**src/rtl/cl_uart_pkg.sv**
```systemverilog
// Shared types and defaults for the CameraLink UART serial PHY.
package cl_uart_pkg;

  localparam int unsigned CL_UART_DEFAULT_BAUD = 9_600;

  typedef enum logic [1:0] {
    TX_IDLE,
    TX_START,
    TX_DATA,
    TX_STOP
  } cl_uart_tx_state_t;

  typedef enum logic [2:0] {
    RX_IDLE,
    RX_START,
    RX_DATA,
    RX_STOP,
    RX_BREAK
  } cl_uart_rx_state_t;

endpackage

```
**src/rtl/cl_uart_tx_fifo.sv**
```systemverilog
// Show-ahead synchronous byte FIFO; a push on full is accepted only when a pop frees a slot in the same cycle.
module cl_uart_tx_fifo #(
  parameter int unsigned DEPTH = 16,
  parameter int unsigned WIDTH = 8
) (
  input  logic                     clk,
  input  logic                     reset,
  input  logic                     push,
  input  logic                     pop,
  input  logic [WIDTH-1:0]         din,
  output logic [WIDTH-1:0]         dout,
  output logic                     full,
  output logic                     empty,
  output logic [$clog2(DEPTH):0]   count
);

  localparam int unsigned AW = $clog2(DEPTH);

  logic [WIDTH-1:0] mem [DEPTH];
  logic [AW-1:0]    wr_ptr;
  logic [AW-1:0]    rd_ptr;
  logic             do_push;
  logic             do_pop;

  assign empty   = (count == '0);
  assign full    = (count == (AW+1)'(DEPTH));
  assign do_pop  = pop && !empty;
  assign do_push = push && (!full || do_pop);
  assign dout    = mem[rd_ptr];

  always_ff @(posedge clk) begin
    if (do_push) mem[wr_ptr] <= din;
  end

  always_ff @(posedge clk) begin
    if (reset) begin
      wr_ptr <= '0;
      rd_ptr <= '0;
      count  <= '0;
    end else begin
      if (do_push) wr_ptr <= wr_ptr + 1'b1;
      if (do_pop)  rd_ptr <= rd_ptr + 1'b1;
      case ({do_push, do_pop})
        2'b10:   count <= count + (AW+1)'(1);
        2'b01:   count <= count - (AW+1)'(1);
        default: ;
      endcase
    end
  end

endmodule

```
**src/rtl/cameralink_uart_phy.sv**
```systemverilog
// CameraLink UART serial end: FIFO-buffered 8N1 transmitter on SerTC and 8N1 receiver on SerTFG.
module cameralink_uart_phy
  import cl_uart_pkg::*;
#(
  parameter int unsigned CLK_FREQ_HZ   = 100_000_000,
  parameter int unsigned BAUD_RATE     = CL_UART_DEFAULT_BAUD,
  parameter int unsigned TX_FIFO_DEPTH = 16
) (
  input  logic       s_axi_aclk,
  input  logic       s_axi_areset,
  input  logic       tx_start,
  input  logic [7:0] tx_data,
  output logic       tx_busy,
  output logic       tx_overflow,
  output logic       rx_ready,
  output logic [7:0] rx_data,
  output logic       rx_frame_err,
  output logic       cl_sertc,
  input  logic       cl_sertfg
);

  localparam int unsigned CLKS_PER_BIT = CLK_FREQ_HZ / BAUD_RATE;
  localparam int unsigned CNT_W        = $clog2(CLKS_PER_BIT);
  localparam int unsigned FIFO_CW      = $clog2(TX_FIFO_DEPTH) + 1;
  localparam logic [CNT_W-1:0] BIT_LAST  = CNT_W'(CLKS_PER_BIT - 1);
  localparam logic [CNT_W-1:0] HALF_LAST = CNT_W'(CLKS_PER_BIT / 2 - 1);

  cl_uart_tx_state_t  tx_state;
  logic [CNT_W-1:0]   tx_cnt;
  logic [2:0]         tx_bit;
  logic [7:0]         tx_shift;
  logic               fifo_pop;
  logic               fifo_full;
  logic               fifo_empty;
  logic [7:0]         fifo_dout;
  logic [FIFO_CW-1:0] fifo_count;

  assign fifo_pop = (tx_state == TX_IDLE) && !fifo_empty;

  cl_uart_tx_fifo #(
    .DEPTH (TX_FIFO_DEPTH),
    .WIDTH (8)
  ) u_tx_fifo (
    .clk   (s_axi_aclk),
    .reset (s_axi_areset),
    .push  (tx_start),
    .pop   (fifo_pop),
    .din   (tx_data),
    .dout  (fifo_dout),
    .full  (fifo_full),
    .empty (fifo_empty),
    .count (fifo_count)
  );

  // Serializer: line level is registered together with the state it belongs to.
  always_ff @(posedge s_axi_aclk) begin
    if (s_axi_areset) begin
      tx_state    <= TX_IDLE;
      tx_cnt      <= '0;
      tx_bit      <= '0;
      tx_shift    <= '0;
      cl_sertc    <= 1'b1;
      tx_busy     <= 1'b0;
      tx_overflow <= 1'b0;
    end else begin
      tx_busy <= (fifo_count != '0) || (tx_state != TX_IDLE);
      if (tx_start && fifo_full && !fifo_pop) tx_overflow <= 1'b1;
      case (tx_state)
        TX_IDLE: begin
          if (fifo_pop) begin
            tx_shift <= fifo_dout;
            tx_cnt   <= '0;
            cl_sertc <= 1'b0;
            tx_state <= TX_START;
          end
        end
        TX_START: begin
          if (tx_cnt == BIT_LAST) begin
            tx_cnt   <= '0;
            tx_bit   <= '0;
            cl_sertc <= tx_shift[0];
            tx_state <= TX_DATA;
          end else begin
            tx_cnt <= tx_cnt + 1'b1;
          end
        end
        TX_DATA: begin
          if (tx_cnt == BIT_LAST) begin
            tx_cnt <= '0;
            if (tx_bit == 3'd7) begin
              cl_sertc <= 1'b1;
              tx_state <= TX_STOP;
            end else begin
              tx_bit   <= tx_bit + 1'b1;
              tx_shift <= {1'b0, tx_shift[7:1]};
              cl_sertc <= tx_shift[1];
            end
          end else begin
            tx_cnt <= tx_cnt + 1'b1;
          end
        end
        TX_STOP: begin
          if (tx_cnt == BIT_LAST) begin
            tx_cnt   <= '0;
            tx_state <= TX_IDLE;
          end else begin
            tx_cnt <= tx_cnt + 1'b1;
          end
        end
        default: tx_state <= TX_IDLE;
      endcase
    end
  end

  logic [1:0]        rx_sync;
  logic              rx_line;
  cl_uart_rx_state_t rx_state;
  logic [CNT_W-1:0]  rx_cnt;
  logic [2:0]        rx_bit;
  logic [7:0]        rx_shift;

  // SerTFG is asynchronous; preset high so reset does not look like a start bit.
  always_ff @(posedge s_axi_aclk) begin
    if (s_axi_areset) rx_sync <= 2'b11;
    else              rx_sync <= {rx_sync[0], cl_sertfg};
  end

  assign rx_line = rx_sync[1];

  // Deserializer: start bit re-checked at mid-bit, then one sample per bit period.
  always_ff @(posedge s_axi_aclk) begin
    if (s_axi_areset) begin
      rx_state     <= RX_IDLE;
      rx_cnt       <= '0;
      rx_bit       <= '0;
      rx_shift     <= '0;
      rx_data      <= '0;
      rx_ready     <= 1'b0;
      rx_frame_err <= 1'b0;
    end else begin
      rx_ready     <= 1'b0;
      rx_frame_err <= 1'b0;
      case (rx_state)
        RX_IDLE: begin
          if (!rx_line) begin
            rx_cnt   <= '0;
            rx_state <= RX_START;
          end
        end
        RX_START: begin
          if (rx_cnt == HALF_LAST) begin
            rx_cnt   <= '0;
            rx_bit   <= '0;
            rx_state <= rx_line ? RX_IDLE : RX_DATA;
          end else begin
            rx_cnt <= rx_cnt + 1'b1;
          end
        end
        RX_DATA: begin
          if (rx_cnt == BIT_LAST) begin
            rx_cnt   <= '0;
            rx_shift <= {rx_line, rx_shift[7:1]};
            if (rx_bit == 3'd7) rx_state <= RX_STOP;
            else                rx_bit   <= rx_bit + 1'b1;
          end else begin
            rx_cnt <= rx_cnt + 1'b1;
          end
        end
        RX_STOP: begin
          if (rx_cnt == BIT_LAST) begin
            rx_cnt <= '0;
            if (rx_line) begin
              rx_data  <= rx_shift;
              rx_ready <= 1'b1;
              rx_state <= RX_IDLE;
            end else begin
              rx_frame_err <= 1'b1;
              rx_state     <= RX_BREAK;
            end
          end else begin
            rx_cnt <= rx_cnt + 1'b1;
          end
        end
        RX_BREAK: begin
          if (rx_line) rx_state <= RX_IDLE;
        end
        default: rx_state <= RX_IDLE;
      endcase
    end
  end

endmodule

```
**config.mk**
```make
export PLATFORM = sky130hd
export DESIGN_NAME = cameralink_uart_phy
export DESIGN_NICKNAME = d
export VERILOG_FILES = /design/src/rtl/cl_uart_pkg.sv /design/src/rtl/cl_uart_tx_fifo.sv /design/src/rtl/cameralink_uart_phy.sv
export SDC_FILE = /design/constraint.sdc
export NUM_CORES = 1
export LEC_CHECK = 0
export ABC_AREA = 1
export BUFFER_PORTS_ARGS = -buffer_cell sky130_fd_sc_hd__buf_2
export CAP_MARGIN = 10
export CORE_ASPECT_RATIO = 1.2
export CORE_UTILIZATION = 57
export CTS_CLUSTER_DIAMETER = 80
export CTS_CLUSTER_SIZE = 28
export DETAILED_ROUTE_END_ITERATION = 10
export MAX_ROUTING_LAYER = met4
export PLACE_DENSITY = 0.7
export SETUP_SLACK_MARGIN = 0.3
export SLEW_MARGIN = 20
export SYNTH_ARGS = -nofsm -noshare
export SYNTH_HDL_FRONTEND = slang
export SYNTH_HIERARCHICAL = 1
export SYNTH_SLANG_ARGS = --single-unit
```
**constraint.sdc**
```tcl
create_clock -name s_axi_aclk -period 4.5 [get_ports s_axi_aclk]
set_input_delay 0.45 -clock s_axi_aclk [delete_from_list [all_inputs] [get_ports s_axi_aclk]]
set_output_delay 0.45 -clock s_axi_aclk [all_outputs]
set_load 0.005 [all_outputs]
```
# Yosys cells after proc, flatten, opt, wreduce, memory -nomap -nowiden
# Memories as Yosys holds them, arrays and structs flattened. A register that Yosys moved wholly into a read port is not among the register bits.
# Cells that the tools add are included.
# op_classes
add_sub_neg	8
mul	0
div_mod_pow	0
order_cmp	0
eq_ne	28
n_shift	0
mux	46
n_bitwise	2
n_reduce_logical	33
# op_table
operator	n
two-way mux 14 bit	5
case mux 14 bit (3 select lines)	1
two-way mux 3 bit	13
adder 14 x 1 -> 14 bit, second input constant	2
== test 14 bit, second input constant	2
case mux 14 bit (2 select lines)	1
!= test 2 bit, second input constant	13
two-way mux 8 bit	3
case mux 8 bit (2 select lines)	1
AND reduction 4 bit	4
case mux 3 bit (5 select lines)	1
== test 14 x 13 -> 1 bit, second input constant	1
two-way mux 2 bit	6
case mux 3 bit (2 select lines)	2
case mux 5 bit (2 select lines)	1
nonzero test 2 bit	5
== test 3 bit, second input constant	3
adder 4 x 1 -> 4 bit, second input constant	2
two-way mux 1 bit	8
two-way mux 4 bit	2
case mux 2 bit (4 select lines)	1
adder 3 x 1 -> 3 bit, second input constant	2
== test 2 bit, second input constant	3
== test 3 x 2 -> 1 bit, second input constant	2
21 further kinds	33
# word_totals
reg_bits	83
latchBits	0
ram_bits	128
mem_bits_ro	0
input_bits	12
out_inout_bits	13
elab_cells	136
n_memories	1
# mem_list
memory	words	width	read_ports	rd_ports_with_merged_regs	wr	line	text
u_tx_fifo.mem	16	8	1	1	1	cl_uart_tx_fifo.sv:19	logic [WIDTH-1:0] mem [DEPTH];

# Logic depth before layout (Yosys ltp)
# logic_depth
ltp_word	8
mapped_depth	17
ltp_nobuf	17

# By module
# The synthesis kept the hierarchy.
# by_module_without_submodules
mod	instances	cells_each	area_per_inst_um2
cl_uart_tx_fifo	1	536	6149.6
cameralink_uart_phy	1	522	3550.9

# Worst setup path before layout
# No wires, ideal clock.
# synth_timing
path_kind	register to register
start	reg tx_state[0]
end	reg u_tx_fifo.count[4]
setup_ns	0.115
arrival_time_ns	2.137
required_ns	4.385
setup_slack_ns	2.248
path_stages_with_launch	18
cell_sequence	dfxtp_1 -> inv_1 -> ha_1 -> inv_1 -> nor2_1 -> nand2_2 -> inv_2 -> nand2_4 -> inv_1 -> ha_1 -> nand2_1 -> nand2_1 -> a21oi_1 -> nand2_1 -> nand2_1 -> nand3_1 -> nand2_1 -> nor2_1
# synth_between
elab_chain_len	7
elab_cells_between_ends	9
classes_between	2 x eq/ne; 1 x mux; 6 x reduce/logical
# synth_rtl
item	line	text
start: declaration	cameralink_uart_phy.sv:28	cl_uart_tx_state_t tx_state;
start signal: assignment	cameralink_uart_phy.sv:58	tx_state <= TX_IDLE;
start signal: assignment	cameralink_uart_phy.sv:74	tx_state <= TX_START;
start signal: assignment	cameralink_uart_phy.sv:82	tx_state <= TX_DATA;
zero test 2 bit (*)	cameralink_uart_phy.sv:38	assign fifo_pop = (tx_state == TX_IDLE) && !fifo_empty;
logical AND 1 bit (*)	cameralink_uart_phy.sv:38	
via fifo_pop	cameralink_uart_phy.sv:32	logic fifo_pop;
logical AND 1 bit (*)	cl_uart_tx_fifo.sv:27	assign do_pop = pop && !empty;
logical OR 1 bit	cl_uart_tx_fifo.sv:28	assign do_push = push && (!full || do_pop);
logical AND 1 bit	cl_uart_tx_fifo.sv:28	
== test 2 x 1 -> 1 bit / == test 2 bit (equally long branches)	cl_uart_tx_fifo.sv:43	case ({do_push, do_pop})
case mux 5 bit (2 select lines) / nonzero test 2 bit (equally long branches)	--	
end signal: assignment	cl_uart_tx_fifo.sv:44	2'b10: count <= count + (AW+1)'(1);
end signal: assignment	cl_uart_tx_fifo.sv:45	2'b01: count <= count - (AW+1)'(1);
end: declaration	cl_uart_tx_fifo.sv:14	output logic [$clog2(DEPTH):0] count
# Mark *: on every way through the listed nets, which the timed path passes. The rest lies on a longest branch.
# A chain may end at the register's enable or synchronous reset.

# Worst setup path in the final report
# Ends and elaborated chain as after synthesis.

==> flow_summary_export.csv <==
group,metric,value,unit
timing,finClkSkew,0.0338,ns
power_and_ir_drop,power_leakage,0.00399,uW
clocking,cts_made_buffers,12,
floorplanning,start_util,58.9,%
timing,fin_setup_tns,0,ns
outcome,status,"finished clean",
job,maxCapViolations,0,
routing,drtAntennaViolNets,0,
clocking,cts_tree,"done",
clocking,ctsLongestPathBuffers,3,
grt,gr-total-overflow,0,
clocking,post_cts_resized,0,
logic_synthesis,ys.warnings.count,6,
setup_path,critPathLaunchType,"register",
timing,rsz0062_at_grt,"false",
timing,slew_headroom,38.6,%
logic_synthesis,syn_inst,1058,
clocking,holdBufCountCts,0,
logic_synthesis,yosysSeqAreaShare,57.6,%
worst_hold_path,hp-start,"cl_sertfg",
power_and_ir_drop,clockPowerShare,22.2,%
floorplanning,die_x,121,um
clocking,worstSkewPairLatency,0.48,ns
grt,antenna_found_initial,0,
worst_hold_path,holdPathStages,2,
routing,post-route-drc-count,0,
setup_path,critPathCaptureType,"register",
timing,hold_violations,0,
floorplanning,core.rowCount,51,
worst_hold_path,min_to,"rx_sync[0]",
final_layout,diodes,0,
power_and_ir_drop,p_int,3350,uW
setup_path,r2r_cells,17,
timing,post-route-period-util,58.3,%
placement,dp_hpwl,12800,um
routing,wire_per_inst,15.0,um
timing,finalCriticalPeriod,2.63,ns
routing,via_count,6844,
logic_synthesis,async_flop_share,0,%
setup_path,r2r_start,"tx_state[0]",
worst_hold_path,hold_path.class,"in -> reg",
clocking,htreeDepth,1,
setup_path,cp_max_fo,5,
logic_synthesis,yosys_register_bits,215,
final_layout,area_growth,6.19,%
logic_synthesis,synth_ff_type,"edfxtp_1",
floorplanning,io_pins,25,
grt,grt_pass1_vias,6316,
grt,grt_pass1_wl,31400,um
final_layout,nets,1096,
clocking,post_cts.repair.setup_buffers,0,
clocking,path_clk_slew,0.10,ns
final_layout,design_area,10300,sq um
setup_path,r2r_end,"u_tx_fifo/count[4]",
setup_path,arrival,3.00,ns
logic_synthesis,synth_area_leaders,"edfxtp_1 40%, dfxtp_1 18%, nand2_1 7.1%, inv_1 5.7%, nor2_1 4.5%",
grt,grt_max_degree,100,
floorplanning,die_y,145,um
power_and_ir_drop,power.share.sequential,46.2,%
setup_path,rrSetupSlack,1.87,ns
logic_synthesis,synth_top_area_share,39.6,%
placement,place_area,9910,sq um
placement,io_buffers,24,
logic_synthesis,synthesis.nets,1090,
power_and_ir_drop,netSwitchingFraction,37.3,%
placement,gp_congestion,0.857,
final_layout,layout-drive-gt1-share,7.94,%
grt,grt_usage,23.0,%
power_and_ir_drop,power_switching,2000,uW
clocking,cts-root-buf,"clkbuf_16",
setup_path,critPathKind,"reg -> reg",
timing,worst_pin_slew,0.921,ns
routing,first_pass_iters,6,
floorplanning,dieArea,17500,sq um
logic_synthesis,synth.distinct_cells,43,
routing,vias_per_cell,5.34,
timing,max_freq,381,MHz
setup_path,crit_required,4.87,ns
power_and_ir_drop,powerDensity,520,nW/um^2
logic_synthesis,synth_edf_count,128,
floorplanning,core,16500,sq um
logic_synthesis,syn_area,9700,sq um
routing,finalWirelength,19300,um
timing,slew_viol_final,0,
logic_synthesis,yosysTopAreaCell,"edfxtp_1",
clocking,cts_sinks,215,
logic_synthesis,synth_area_per_cell,9.17,sq um
power_and_ir_drop,max-vdd-ir-drop,0.821,mV
routing,drt_iter0_markers,538,
timing,finalSetupViolCount,0,
power_and_ir_drop,comb_power_share,31.6,%
[synth_stat cells, types with 2 or more instances]
cell and number:
nand2_1 183, inv_1 147, edfxtp_1 128, nor2_1 117
dfxtp_1 87, nand3_1 77, a21oi_1 73, o21ai_0 66
o211ai_1 32, ha_1 19, buf_2 18, nor3_1 18
nand2_2 11, xor2_1 10, clkbuf_1 8, inv_2 6
nand4_1 6, buf_6 5, nor2_2 4, o21ai_1 4
nand2_4 3, nor3_2 3, nor3b_1 3, nor4_1 3
o21ai_4 3, or2_2 3, buf_1 2, buf_4 2
nand3_2 2, o21bai_1 2
[metrics by stage]
stage	util, %	hold WS, ns	std cells	setup slack (ns)	total power, uW
final	62.6	0.187	1282	1.87	5350
after global routing	62.6	0.173	1282	1.65	5720
after CTS	62.6	0.169	1282	1.88	5390
after detailed placement	60.2	0.419	1262	1.91	4210
after global placement	60.2	0.430	1262	2.03	4180
after floorplan	-	0.389	1058	2.25	3810
[how the worst max path moves through the flow]
stage,from,endpoint,slack (ns),cells after the start
after floorplan,tx_state[0],u_tx_fifo/count[4],2.25,17
after global routing,tx_state[1],u_tx_fifo/count[4],1.65,17
after global placement,u_tx_fifo/count[0],u_tx_fifo/count[4],2.03,17
final,tx_state[0],u_tx_fifo/count[4],1.87,17
after CTS,tx_state[0],u_tx_fifo/count[4],1.88,17
after detailed placement,tx_state[0],u_tx_fifo/count[4],1.91,17
[power by group through the flow]
stage | Sequential [uW] | Clock, uW | Combinational [uW]
finish | 2480 | 1190 | 1690
CTS | 2480 | 1220 | 1690
detailed placement | 2520 | 0 | 1690
floorplan | 2360 | 0 | 1460
global route | 2510 | 1280 | 1920
global placement | 2510 | 0 | 1670
[area by class of cell]
type | instances | area, sq um
Inverter | 156 | 589
Timing Repair Buffer | 27 | 143
Tap cell | 212 | 265
Sequential cell | 215 | 5590
Clock buffer | 17 | 340
Clock inverter | 3 | 46.3
Multi-Input combinational cell | 652 | 3330
Fill cell | 1381 | 6160
[flip-flops by register name, summed over array words and instances, names as in the netlist, 5 cells and up, named ones only]
register and flops:
rx_cnt 14, rx_data 8, rx_shift 8, tx_cnt 14, tx_shift 8, u_tx_fifo/count 5, u_tx_fifo/mem 128
[cells by family after synthesis]
| logic type | share of synthesized area [%] |
|---|---|
| adder cells (fa/ha/maj) | 2.66 |
| flip-flops | 57.6 |
| buffers and inverters | 8.13 |
| AND/OR/NAND/NOR | 19.9 |
| AO/OA/AOI/OAI | 10.8 |
| XOR/XNOR | 0.993 |
[worst max-delay path, stage by stage, from the launching register on]
cell and delay, ns:
dfxtp_1 0.35, inv_1 0.11, ha_1 0.22, inv_1 0.07, nor2_1 0.35, nand2_2 0.16
inv_2 0.13, nand2_4 0.05, inv_1 0.12, ha_1 0.30, nand2_1 0.09, nand2_1 0.05
a21oi_1 0.17, nand2_1 0.07, nand2_1 0.09, nand3_1 0.07, nand2_1 0.06, nor2_1 0.04
[layout by cell type (no fill, tap or decap), types with 2 or more instances in the layout]
| cell | Yosys | layout |
|---|---|---|
| nand2_1 | 183 | 183 |
| nand3_1 | 77 | 77 |
| inv_1 | 147 | 147 |
| nor2_1 | 117 | 117 |
| o21ai_4 | 3 | 3 |
| nor3_2 | 3 | 3 |
| nand3_2 | 2 | 2 |
| ha_1 | 19 | 19 |
| nor4_1 | 3 | 3 |
| nand2_2 | 11 | 11 |
| o21ai_0 | 66 | 66 |
| nor2_2 | 4 | 4 |
| nand2_4 | 3 | 3 |
| or2_2 | 3 | 3 |
| xor2_1 | 10 | 10 |
| nor3_1 | 18 | 18 |
| dfxtp_1 | 87 | 85 |
| nor3b_1 | 3 | 3 |
| inv_2 | 6 | 6 |
| buf_2 | 18 | 24 |
| clkbuf_16 | 0 | 13 |
| o211ai_1 | 32 | 32 |
| o21bai_1 | 2 | 2 |
| a21oi_1 | 73 | 73 |
| edfxtp_1 | 128 | 128 |
| buf_4 | 2 | 3 |
| clkbuf_1 | 8 | 4 |
| o21ai_1 | 4 | 4 |
| nand4_1 | 6 | 6 |
[layer usage]
| metal | GRT usage (%) | vias to the layer above | wire length [um] |
|---|---|---|---|
| met5 | - | - | 0 |
| met4 | 6.54 | 0 | 424 |
| met3 | 2.24 | 31 | 872 |
| met2 | 35.9 | 143 | 9080 |
| met1 | 32.1 | 3155 | 8900 |
| li1 | - | 3515 | - |
(Power assumes the default switching activity.)
